$ cat src/rtl/psum_sext_accumulator.sv
// rtl/psum_sext_accumulator.sv - sign-extending group accumulator for narrow partial sums
// Sums NUM_ACC signed beats at O_SUM_BW with saturation, then presents one result over valid/ready.
module psum_sext_accumulator #(
   parameter int I_SUM_BW = 16,
   parameter int O_SUM_BW = 21,
   parameter int NUM_ACC  = 9,
   parameter int CNT_BW   = 4
) (
   input  logic                clk,
   input  logic                reset_n,
   input  logic                i_clear,
   input  logic                s_valid,
   output logic                s_ready,
   input  logic [I_SUM_BW-1:0] i_psum,
   output logic                m_valid,
   input  logic                m_ready,
   output logic [O_SUM_BW-1:0] o_sum,
   output logic                o_sat
);

   typedef enum logic {ST_ACC, ST_HOLD} state_t;

   localparam logic [CNT_BW-1:0]   LAST_CNT = CNT_BW'(NUM_ACC - 1);
   localparam logic [O_SUM_BW-1:0] SUM_MAX  = {1'b0, {(O_SUM_BW-1){1'b1}}};
   localparam logic [O_SUM_BW-1:0] SUM_MIN  = {1'b1, {(O_SUM_BW-1){1'b0}}};

   state_t              r_state;
   state_t              w_state_nxt;
   logic [CNT_BW-1:0]   r_cnt;
   logic [O_SUM_BW-1:0] r_acc;
   logic [O_SUM_BW-1:0] r_sum;
   logic                r_grp_sat;
   logic                r_sat;

   logic                w_beat;
   logic                w_last;
   logic [O_SUM_BW-1:0] w_sext;
   logic [O_SUM_BW:0]   w_sum;
   logic [O_SUM_BW-1:0] w_acc_nxt;
   logic                w_sat_nxt;

   assign w_sext = {{(O_SUM_BW-I_SUM_BW){i_psum[I_SUM_BW-1]}}, i_psum};
   assign w_beat = s_valid && (r_state == ST_ACC);
   assign w_last = (r_cnt == LAST_CNT);
   // One guard bit: overflow shows up as the top two bits disagreeing.
   assign w_sum  = {r_acc[O_SUM_BW-1], r_acc} + {w_sext[O_SUM_BW-1], w_sext};

   always_comb begin
      w_acc_nxt = w_sum[O_SUM_BW-1:0];
      w_sat_nxt = r_grp_sat;
      if (r_cnt == '0) begin
         w_acc_nxt = w_sext;
         w_sat_nxt = 1'b0;
      end else if (w_sum[O_SUM_BW] != w_sum[O_SUM_BW-1]) begin
         w_acc_nxt = w_sum[O_SUM_BW] ? SUM_MIN : SUM_MAX;
         w_sat_nxt = 1'b1;
      end
   end

   always_comb begin
      w_state_nxt = r_state;
      case (r_state)
         ST_ACC:  if (w_beat && w_last) w_state_nxt = ST_HOLD;
         ST_HOLD: if (m_ready)          w_state_nxt = ST_ACC;
         default:                       w_state_nxt = ST_ACC;
      endcase
      if (i_clear) w_state_nxt = ST_ACC;
   end

   always_ff @(posedge clk or negedge reset_n) begin
      if (!reset_n) begin
         r_state <= ST_ACC;
      end else begin
         r_state <= w_state_nxt;
      end
   end

   always_ff @(posedge clk or negedge reset_n) begin
      if (!reset_n) begin
         r_cnt     <= '0;
         r_acc     <= '0;
         r_sum     <= '0;
         r_grp_sat <= 1'b0;
         r_sat     <= 1'b0;
      end else if (i_clear) begin
         r_cnt     <= '0;
         r_acc     <= '0;
         r_grp_sat <= 1'b0;
         r_sat     <= 1'b0;
      end else if (w_beat) begin
         r_acc     <= w_acc_nxt;
         r_grp_sat <= w_sat_nxt;
         if (w_last) begin
            r_cnt <= '0;
            r_sum <= w_acc_nxt;
            r_sat <= w_sat_nxt;
         end else begin
            r_cnt <= r_cnt + CNT_BW'(1);
         end
      end
   end

   assign s_ready = (r_state == ST_ACC);
   assign m_valid = (r_state == ST_HOLD);
   assign o_sum   = r_sum;
   assign o_sat   = r_sat;

endmodule

$ cat config.mk
export PLATFORM = sky130hd
export DESIGN_NAME = psum_sext_accumulator
export DESIGN_NICKNAME = d
export VERILOG_FILES = /design/src/rtl/psum_sext_accumulator.sv
export SDC_FILE = /design/constraint.sdc
export NUM_CORES = 1
export LEC_CHECK = 0
export ABC_AREA = 1
export CAP_MARGIN = 20
export CORE_AREA = 2 2 84 86
export DETAILED_ROUTE_END_ITERATION = 16
export DIE_AREA = 0 0 86 88
export PLACE_DENSITY = 0.8
export SYNTH_ARGS = -nofsm -noshare
export SYNTH_HDL_FRONTEND = slang
export SYNTH_SLANG_ARGS = --single-unit
$ cat constraint.sdc
create_clock -name clk -period 3.8 [get_ports clk]
set_clock_uncertainty 0.15 [all_clocks]
set_input_delay 0.38 -clock clk [delete_from_list [all_inputs] [get_ports clk]]
set_output_delay 0.38 -clock clk [all_outputs]
set_load 0.03 [all_outputs]
==> impl_results.md, run 1 <==
* Mapped Area at roughly 0.0037 sq mm
* Slew margin rel. at 0.456
* H-tree levels at 2
* Detail Route Antenna Nets at 0
* Placed instance area at 0.00424 sq mm
* CP max stage cell: clkdlybuf4s50_1
* DR pass1 iterations at 6
* CP max stage delay at ~0.56 ns
* Core area at around 0.0066 sq mm
* Aggregate global routing overflow at 0
* Clock-pin slew on the worst setup and hold paths at ~0.09 ns
* Setup violations, final at 0
* Register Area at around 0.0012 sq mm
* Number of buffers on the longest clock path at 2
* Crit path time final at ~3.3 ns
* Routability Congestion at between 0.9 and 1
* Num CTS Buffers at 5
* Vias in the first global route at 3,735
* Clk sinks at between 40 and 50
* Die ar. at 0.00757 sq mm
* WL final at approximately 10,000 um
* Cells after Synth at between 500 and 600
* Area taken by multi-input logic gates at 0.00222 sq mm
* Final instance area at ~0.0043 sq mm
* Via count at roughly 3.8k
* Initial Utilization at 0.561
* Setup crit end kind: register
* Post-CTS Setup Bufs at 0
* Fmax at around 300 MHz
* Critical path, cell by cell: clkdlybuf4s50_1 > ha_1 > nand2_1 > inv_1 > nand2_1 > nand2_1 > a21oi_1 > nand3_2 > nand2_1 > nand2_2 > nand2_1 > nand2_1 > inv_1 > o21ai_0 > nand3_1 > nand2_1
* N_diodes at 0
* P_int at 1090 uW
* CP Class: in -> reg
* Status: completed
* Crit path max-delay family: simple AND/OR/NAND/NOR gates
* Post-synthesis sequential area ratio at 0.329
* Synth unique cells at 26
* RSZ-0062 raised after global routing: no
* Sw Pwr at about 810 uW
* Yosys warns at 0
* Final WS setup at roughly 0.48 ns
* Tcrit/Tclk final at 0.874
* DP HPWL at just over 8000 um
* Avg Cell Area, Syn at 6.48 sq um
* Hold Path Class: in -> async
* Logic pwr share at 0.467
* Total Nets Final at about 660
* Die X at 86 um
* Rows at 30
* Setup TNS at 0 ns
* Initial antenna violation count at 0
* CTS tree: built
* Mapped Nets at 620
* Hold buffer count at CTS at 0
* Iter 0 DRT Violations at around 320
* Largest net degree at the start of global routing at 37
* Crit start category: input pin
* Share of cells above drive strength 1 at 0.0548
* Slew at the pin closest to its max-slew limit at ~0.82 ns
* Clk Latency, worst-skew pair at 0.30 ns
* Leakage at 0.00242 uW
* Die height at between 80 and 90 um
* Pwr Density at between 400 and 500 mW/mm^2
* WP data arrival at between 3 and 4 ns
* Global-route wire length before repair at between 15,000 and 20,000 um
* MaxCap Viol Count at 0
* Root Driver: clkbuf_8
* Net Sw Frac at 0.425
* DRC violations left at 0
* Routed vias/inst at 5.49
* Overall routing resource usage at 0.292
* CP most frequent cell: nand2_1
* Pre-CTS WS at between 0.2 and 0.25 ns
* Clk pwr share at 0.202
* DR WL/cell at ~15 um
* Fillers at 603
* CP Buf/Inv Count at 3
* Synthesized flop and latch total at 49
* Power share of the sequential group at 0.331
* Final Max Slew Viols at 0
* Final hold viol count at 0
* Area grow syn2layout at 16.6%
* Critical-path maximum fanout at 13
* Req. time, crit path at roughly 3.8 ns
* Port buffer count at 44
* Peak supply drop at 0.000211 V
* # IOs at 45
* Resized Gates After CTS at 0
## worst register-to-register path, delay by kind of cell, from the launching register on
family	cells	cell delay [ns]
buffers and inverters	2	0.27
AO/OA/AOI/OAI	2	0.51
AND/OR/NAND/NOR	7	1.06
flip-flops	1	0.36
adder cells (fa/ha/maj)	2	0.64
## power by group through the flow
| stage | sequential [uW] | combinational, uW | clock, uW |
|---|---|---|---|
| after floorplan | 683 | 574 | 0 |
| after global placement | 635 | 862 | 0 |
| after detailed placement | 636 | 875 | 0 |
| after CTS | 628 | 879 | 391 |
| after global routing | 635 | 992 | 411 |
| final | 629 | 888 | 384 |
## per-stage QoR
step | std cells | hold slack, ns | utilization | power [uW]
floorplan | 575 | -0.0656 | - | 1260
CTS | 700 | 0.0289 | 0.654 | 1900
global placement | 692 | 0.314 | 0.637 | 1500
global route | 700 | 0.0845 | 0.654 | 2040
detailed placement | 692 | 0.315 | 0.637 | 1510
finish | 700 | 0.0108 | 0.654 | 1900
## cell usage in the layout, fill, tap and decap left out
cell and instances:
a21oi_1 21, and2_1 2, buf_2 1, buf_4 5
bufinv_16 1, clkbuf_8 5, clkdlybuf4s50_1 43, clkinv_2 1
dfrtp_1 49, fa_1 1, ha_1 23, inv_1 57
inv_6 1, nand2_1 267, nand2_2 7, nand3_1 39
nand3_2 2, nand3b_1 5, nand4_1 12, nor2_1 29
nor2_2 4, nor2_4 2, nor3_1 5, o21ai_0 16
o21ai_1 3, o21bai_1 5, o31ai_1 1, or2_2 5
xnor2_1 3, xor2_1 5
## path summary, 6_finish.rpt
path                            start        end  slack (ns)  depth (start not counted)
setup / recovery           i_psum[15]   o_sum[4]        0.48                         16
hold / removal                reset_n   o_sum[7]        0.01                          1
setup reg to reg             r_acc[0]   o_sum[4]        0.71                         13
hold reg to reg             o_sum[18]  o_sum[18]        0.33                          2
max in group asynchronous     reset_n   r_acc[4]        2.78                          2
min in group clk            o_sum[18]  o_sum[18]        0.33                          2
## per-layer routing
metal  global-route usage  vias to the layer above  wire length [um]
met1                0.419                     1793              5020
met4               0.0693                        0                93
met2                0.472                      132              4760
met5                    0                        -                 0
met3               0.0358                        9               607
li1                     -                     1907                 -
## final cells by class
| type | count | area share |
|---|---|---|
| multi-input cells | 457 | 0.511 |
| flip-flops and latches | 49 | 0.282 |
| repair buffers | 49 | 0.109 |
| inverters | 57 | 0.0492 |
| well taps | 80 | 0.0230 |
| clock buffers | 5 | 0.0158 |
| clock inverters | 3 | 0.0101 |
## registers in the layout, indices dropped and copies added (netlist names)
signal / cells
o_sum: 21
r_acc: 21
r_cnt: 4
m_valid: 1
o_sat: 1
r_grp_sat: 1
## logic make-up (layout without fill, tap and decap cells)
kind of cell | Yosys count | after routing | synth area share
AOI/OAI and AO/OA | 46 | 46 | 0.0658
and+or+nand+nor | 379 | 379 | 0.429
adders and majority gates | 24 | 24 | 0.0826
DFF | 49 | 49 | 0.329
buffers and inverters | 69 | 114 | 0.0752
xor gates and xnor gates | 8 | 8 | 0.0188
## Yosys cell counts
cell / n / area [sq um]
nor3_1: 5 / 25.0
o21bai_1: 5 / 37.5
buf_2: 5 / 25.0
a21oi_1: 21 / 105
nand3b_1: 5 / 37.5
nand2_1: 267 / 1000
nor2_2: 4 / 25.0
buf_6: 2 / 22.5
or2_2: 5 / 31.3
dfrtp_1: 49 / 1230
ha_1: 23 / 288
o31ai_1: 1 / 7.51
xor2_1: 5 / 43.8
fa_1: 1 / 20.0
nand4_1: 12 / 75.1
nor2_1: 29 / 109
nand2_2: 7 / 43.8
nor2_4: 2 / 22.5
inv_1: 57 / 214
o21ai_0: 16 / 80.1
o21ai_1: 3 / 15.0
nand3_2: 2 / 20.0
and2_1: 2 / 12.5
xnor2_1: 3 / 26.3
clkbuf_1: 5 / 18.8
nand3_1: 39 / 195
(Power assumes the default switching activity.)
==> inputs of run 2 (changes only) <==
Clock period 3.8 ns to 3.3 ns, I/O delays scaled along.
==> impl_results.md, run 2 (synthesis results as in run 1) <==
* Initial antenna violation count at 0
* WL final at ~10,000 um
* MaxCap Viol Count at 0
* Clk sinks at 49
* Clk Latency, worst-skew pair at 0.32 ns
* Register Area at between 0.001 and 0.0015 sq mm
* Largest net degree at the start of global routing at 50
* DR WL/cell at 14.9 um
* # IOs at 45
* Worst R2R Start: r_acc[4]
* R2r setup slk at 0.60 ns
* Req. time, crit path at between 3 and 4 ns
* Area taken by multi-input logic gates at roughly 0.0022 sq mm
* Resized Gates After CTS at 0
* Hold_ws at 0.293 ns
* Placed instance area at roughly 0.0042 sq mm
* H-tree levels at 2
* Area grow syn2layout at 17.6%
* Critical-path maximum fanout at 12
* Final Max Slew Viols at 0
* Overall routing resource usage at 0.293
* Fmax at between 300 and 400 MHz
* RSZ-0062 raised after global routing: no
* Commonest non-fill, non-tap cell in the layout: nand2_1
* Via count at about 3.8k
* Iter 0 DRT Violations at 326
* DR pass1 iterations at 5
* Number of buffers on the longest clock path at 2
* Hold Path Class: in -> async
* Worst reg2reg endpoint: o_sum[18]
* Setup crit end kind: register
* CTS tree: built
* Fillers at 598
* Leakage at around 0.0024 uW
* Post-CTS Setup Bufs at 0
* Share of cells above drive strength 1 at 0.0578
* Pwr Density at between 500 and 600 mW/mm^2
* DP HPWL at between 7000 and 8000 um
* CP Class: in -> reg
* N_diodes at 0
* Initial Utilization at 0.561
* Aggregate global routing overflow at 0
* Peak supply drop at 0.000324 V
* Crit path time final at 2.89 ns
* Final hold viol count at 0
* Die X at about 86 um
* Most frequent cells in the layout: nand2_1 (267), inv_1 (57), dfrtp_1 (49)
* Slew at the pin closest to its max-slew limit at around 0.80 ns
* DRC violations left at 0
* Routed vias/inst at ~5.4
* Core area at 0.00664 sq mm
* Tcrit/Tclk final at 0.876
* Root Driver: clkbuf_8
* Vias in the first global route at 3,679
* Final Util at 0.660
* Routability Congestion at about 0.98
* Port buffer count at between 40 and 50
* Total Nets Final at 667
* Setup TNS at 0 ns
* Hold buffer count at CTS at 0
* Global-route wire length before repair at roughly 17,000 um
* Worst r2r path cells at 14
* Rows at 30
* Die height at about 90 um
* Final instance area at 0.00439 sq mm
* Crit start category: input pin
* Clock-pin slew on the worst setup and hold paths at 0.10 ns
* WP data arrival at 2.96 ns
* Status: completed
* Detail Route Antenna Nets at 0
* Num CTS Buffers at 5
* Die ar. at about 0.0076 sq mm
* Setup violations, final at 0
* Slew margin rel. at 0.464
-- run 2: cell types whose count changed in the layout (fill, tap and decap cells not counted), sizes merged --
cell,delta
buf,+2
dlygate4sd3,+1
-- run 2: final cells by class --
type                            count  share of cell area
Clock buffer                        5              0.0157
Clock inverter                      3             0.00999
Inverter                           57              0.0488
Multi-Input combinational cell    457               0.507
Sequential cell                    49               0.280
Tap cell                           80              0.0228
Timing Repair Buffer               52               0.116
-- run 2: per-layer routing --
layer,part of all wire,track usage,vias to the layer above
li1,-,-,1910
met1,0.48,0.425,1776
met2,0.44,0.456,128
met3,0.055,0.0424,16
met4,0.017,0.0851,0
met5,0,0,-
-- run 2: power breakdown --
group / switching [uW] / internal, uW / leakage (uW)
registers: 51.4 / 675 / 0.000663
clock network: 233 / 228 / 0.0000585
logic: 664 / 367 / 0.00172
total: 947 / 1270 / 0.00244
-- run 2: how the worst max path moves through the flow --
| stage | startpoint | end | depth (start not counted) |
|---|---|---|---|
| after global routing | i_psum[15] | o_sum[18] | 17 |
| after detailed placement | i_psum[15] | o_sum[18] | 17 |
| after floorplan | r_acc[0] | o_sum[16] | 14 |
| final | i_psum[15] | o_sum[18] | 17 |
| after global placement | i_psum[15] | o_sum[18] | 17 |
| after CTS | i_psum[15] | o_sum[18] | 17 |
-- run 2: through the flow --
step / instances / worst slack, ns / total power (uW)
after floorplan: 575 / 0.957 / 1450
after global placement: 693 / 0.181 / 1720
after detailed placement: 693 / 0.156 / 1740
after CTS: 701 / 0.466 / 2200
after global routing: 703 / 0.184 / 2360
final: 703 / 0.409 / 2220
-- run 2: worst max-delay path, cell delays in order --
cell	delay, ns
clkdlybuf4s50_1	0.56
ha_1	0.44
nand2_1	0.15
inv_1	0.07
nand2_1	0.06
nand2_1	0.07
a21oi_1	0.26
nand3_2	0.12
nand2_1	0.08
nand2_2	0.09
nand2_1	0.10
buf_4	0.20
nand3_1	0.09
nand2_1	0.08
nand2_1	0.07
nand2_1	0.12
nand2_1	0.06
==> inputs of run 3 (changes only) <==
Settings changed: CORE_AREA 2 2 84 86 to 2 2 115 117, DIE_AREA 0 0 86 88 to 0 0 117 119, PLACE_DENSITY 0.8 to unset.
==> impl_results.md, run 3 (synthesis results as in run 1) <==
* Status: finished with violations
* Failing checks: negative hold slack
* CP Class: in -> reg
* Initial Utilization at 0.290
* Slew margin rel. at 0.432
* Area taken by multi-input logic gates at roughly 0.0022 sq mm
* Clock-pin slew on the worst setup and hold paths at about 0.070 ns
* Final instance area at approximately 0.0045 sq mm
* Crit start category: input pin
* Setup crit end kind: register
* R2r setup slk at around 0.61 ns
* Num CTS Buffers at 5
* DRC violations left at 0
* Routability Congestion at 0.884
* Number of buffers on the longest clock path at 2
* Register Area at 0.00123 sq mm
* Final cell count without fillers at 797
* CP startpoint: i_psum[15]
* RSZ-0062 raised after global routing: no
* Crit path time final at roughly 3.0 ns
* Fmax at approximately 340 MHz
* MaxCap Viol Count at 0
* Share of cells above drive strength 1 at 0.0580
* Worst R2R Start: r_acc[20]
* End point of the critical path: o_sum[15]
* Setup TNS at 0 ns
* Clk sinks at 49
* Via count at around 3.7k
* Overall routing resource usage at 0.170
* Setup violations, final at 0
* Core area at ~0.013 sq mm
* Critical-path maximum fanout at 17
* Hold Path Class: in -> async
* Placed instance area at approximately 0.0044 sq mm
* Detail Route Antenna Nets at 0
* N_diodes at 0
* Slew at the pin closest to its max-slew limit at around 0.85 ns
* Hold buffer count at CTS at 0
* Die height at roughly 120 um
* Total Nets Final at between 600 and 700
* Resized Gates After CTS at 0
* Initial antenna violation count at 0
* WP data arrival at a little over 3 ns
* Vias in the first global route at between 3k and 4k
* CTS tree: built
* Die X at about 120 um
* Commonest non-fill, non-tap cell in the layout: nand2_1
* Req. time, crit path at 3.34 ns
* DR pass1 iterations at 4
* Final WS setup at 0.317 ns
* Final hold viol count at 11
* Peak supply drop at between 0.0002 and 0.00025 V
* Worst reg2reg endpoint: o_sum[19]
* Dpl cells at 789
* Iter 0 DRT Violations at around 180
* Worst r2r path cells at 15
* Largest net degree at the start of global routing at 39
* H-tree levels at 2
* Pwr Density at roughly 500 mW/mm^2
* Routed vias/inst at between 4 and 5
* Port buffer count at 44
* Fillers at 1,410
* Root Driver: clkbuf_16
* Final Util at 0.351
* DR WL/cell at between 10 and 15 um
* DP HPWL at 8400 um
* Rows at 42
* Hold_ws at -0.0104 ns
* Aggregate global routing overflow at 0
* Pre-CTS WS at roughly 0.013 ns
* # IOs at 45
* Leakage at 0.00244 uW
* WL final at 10,800 um
* Most frequent cells in the layout: nand2_1 (267), inv_1 (57), dfrtp_1 (49)
* Area grow syn2layout at 21.2%
* Final Max Slew Viols at 0
* Global-route wire length before repair at around 19,000 um
* Clk Latency, worst-skew pair at approximately 0.30 ns
* Die ar. at 0.0139 sq mm
* Post-CTS Setup Bufs at 0
* Tcrit/Tclk final at 0.904
-- run 3: per-layer routing --
layer	track usage	share of wire
met1	0.233	0.48
met5	0	0
met2	0.279	0.47
met3	0.0209	0.034
met4	0.0537	0.018
-- run 3: area by class of cell --
cell class | count | share of cell area
repair buffers | 50 | 0.106
clock inverters | 2 | 0.00304
well taps | 176 | 0.0487
inverters | 57 | 0.0473
flip-flops and latches | 49 | 0.271
multi-input cells | 457 | 0.493
clock buffers | 6 | 0.0307
-- run 3: stage by stage --
stage          power [uW]  hold WS, ns
3_3_place_gp         1750        0.314
4_1_cts              2300       0.0250
6_report             2280      -0.0104
2_1_floorplan        1450       -0.116
3_5_place_dp         1750        0.317
5_1_grt              2480       0.0719
-- run 3: worst min path at each step --
stage | startpoint | end | slack, ns | depth (start not counted)
after floorplan | reset_n | m_valid | -0.12 | 0
after global placement | o_sum[2] | o_sum[2] | 0.31 | 2
after detailed placement | o_sum[8] | o_sum[8] | 0.32 | 2
after CTS | reset_n | o_sum[0] | 0.02 | 1
after global routing | reset_n | o_sum[0] | 0.07 | 1
final | reset_n | o_sum[0] | -0.01 | 1
-- run 3: critical path, stage by stage --
cell             delay, ns
clkdlybuf4s50_1       0.56
ha_1                  0.49
nand2_2               0.15
inv_1                 0.05
nand3_1               0.12
a21oi_1               0.06
nor2_1                0.23
nand3_1               0.14
nand2_1               0.08
nand2_1               0.06
nand2_2               0.29
nand3_1               0.14
nand2_1               0.11
nand2_1               0.09
nand2_1               0.07
nand2_1               0.05
-- run 3: power by group --
group | switching, uW | total, uW | internal (uW)
clock | 232 | 534 | 302
sequential | 46.4 | 722 | 676
combinational | 664 | 1030 | 362
total | 943 | 2280 | 1340
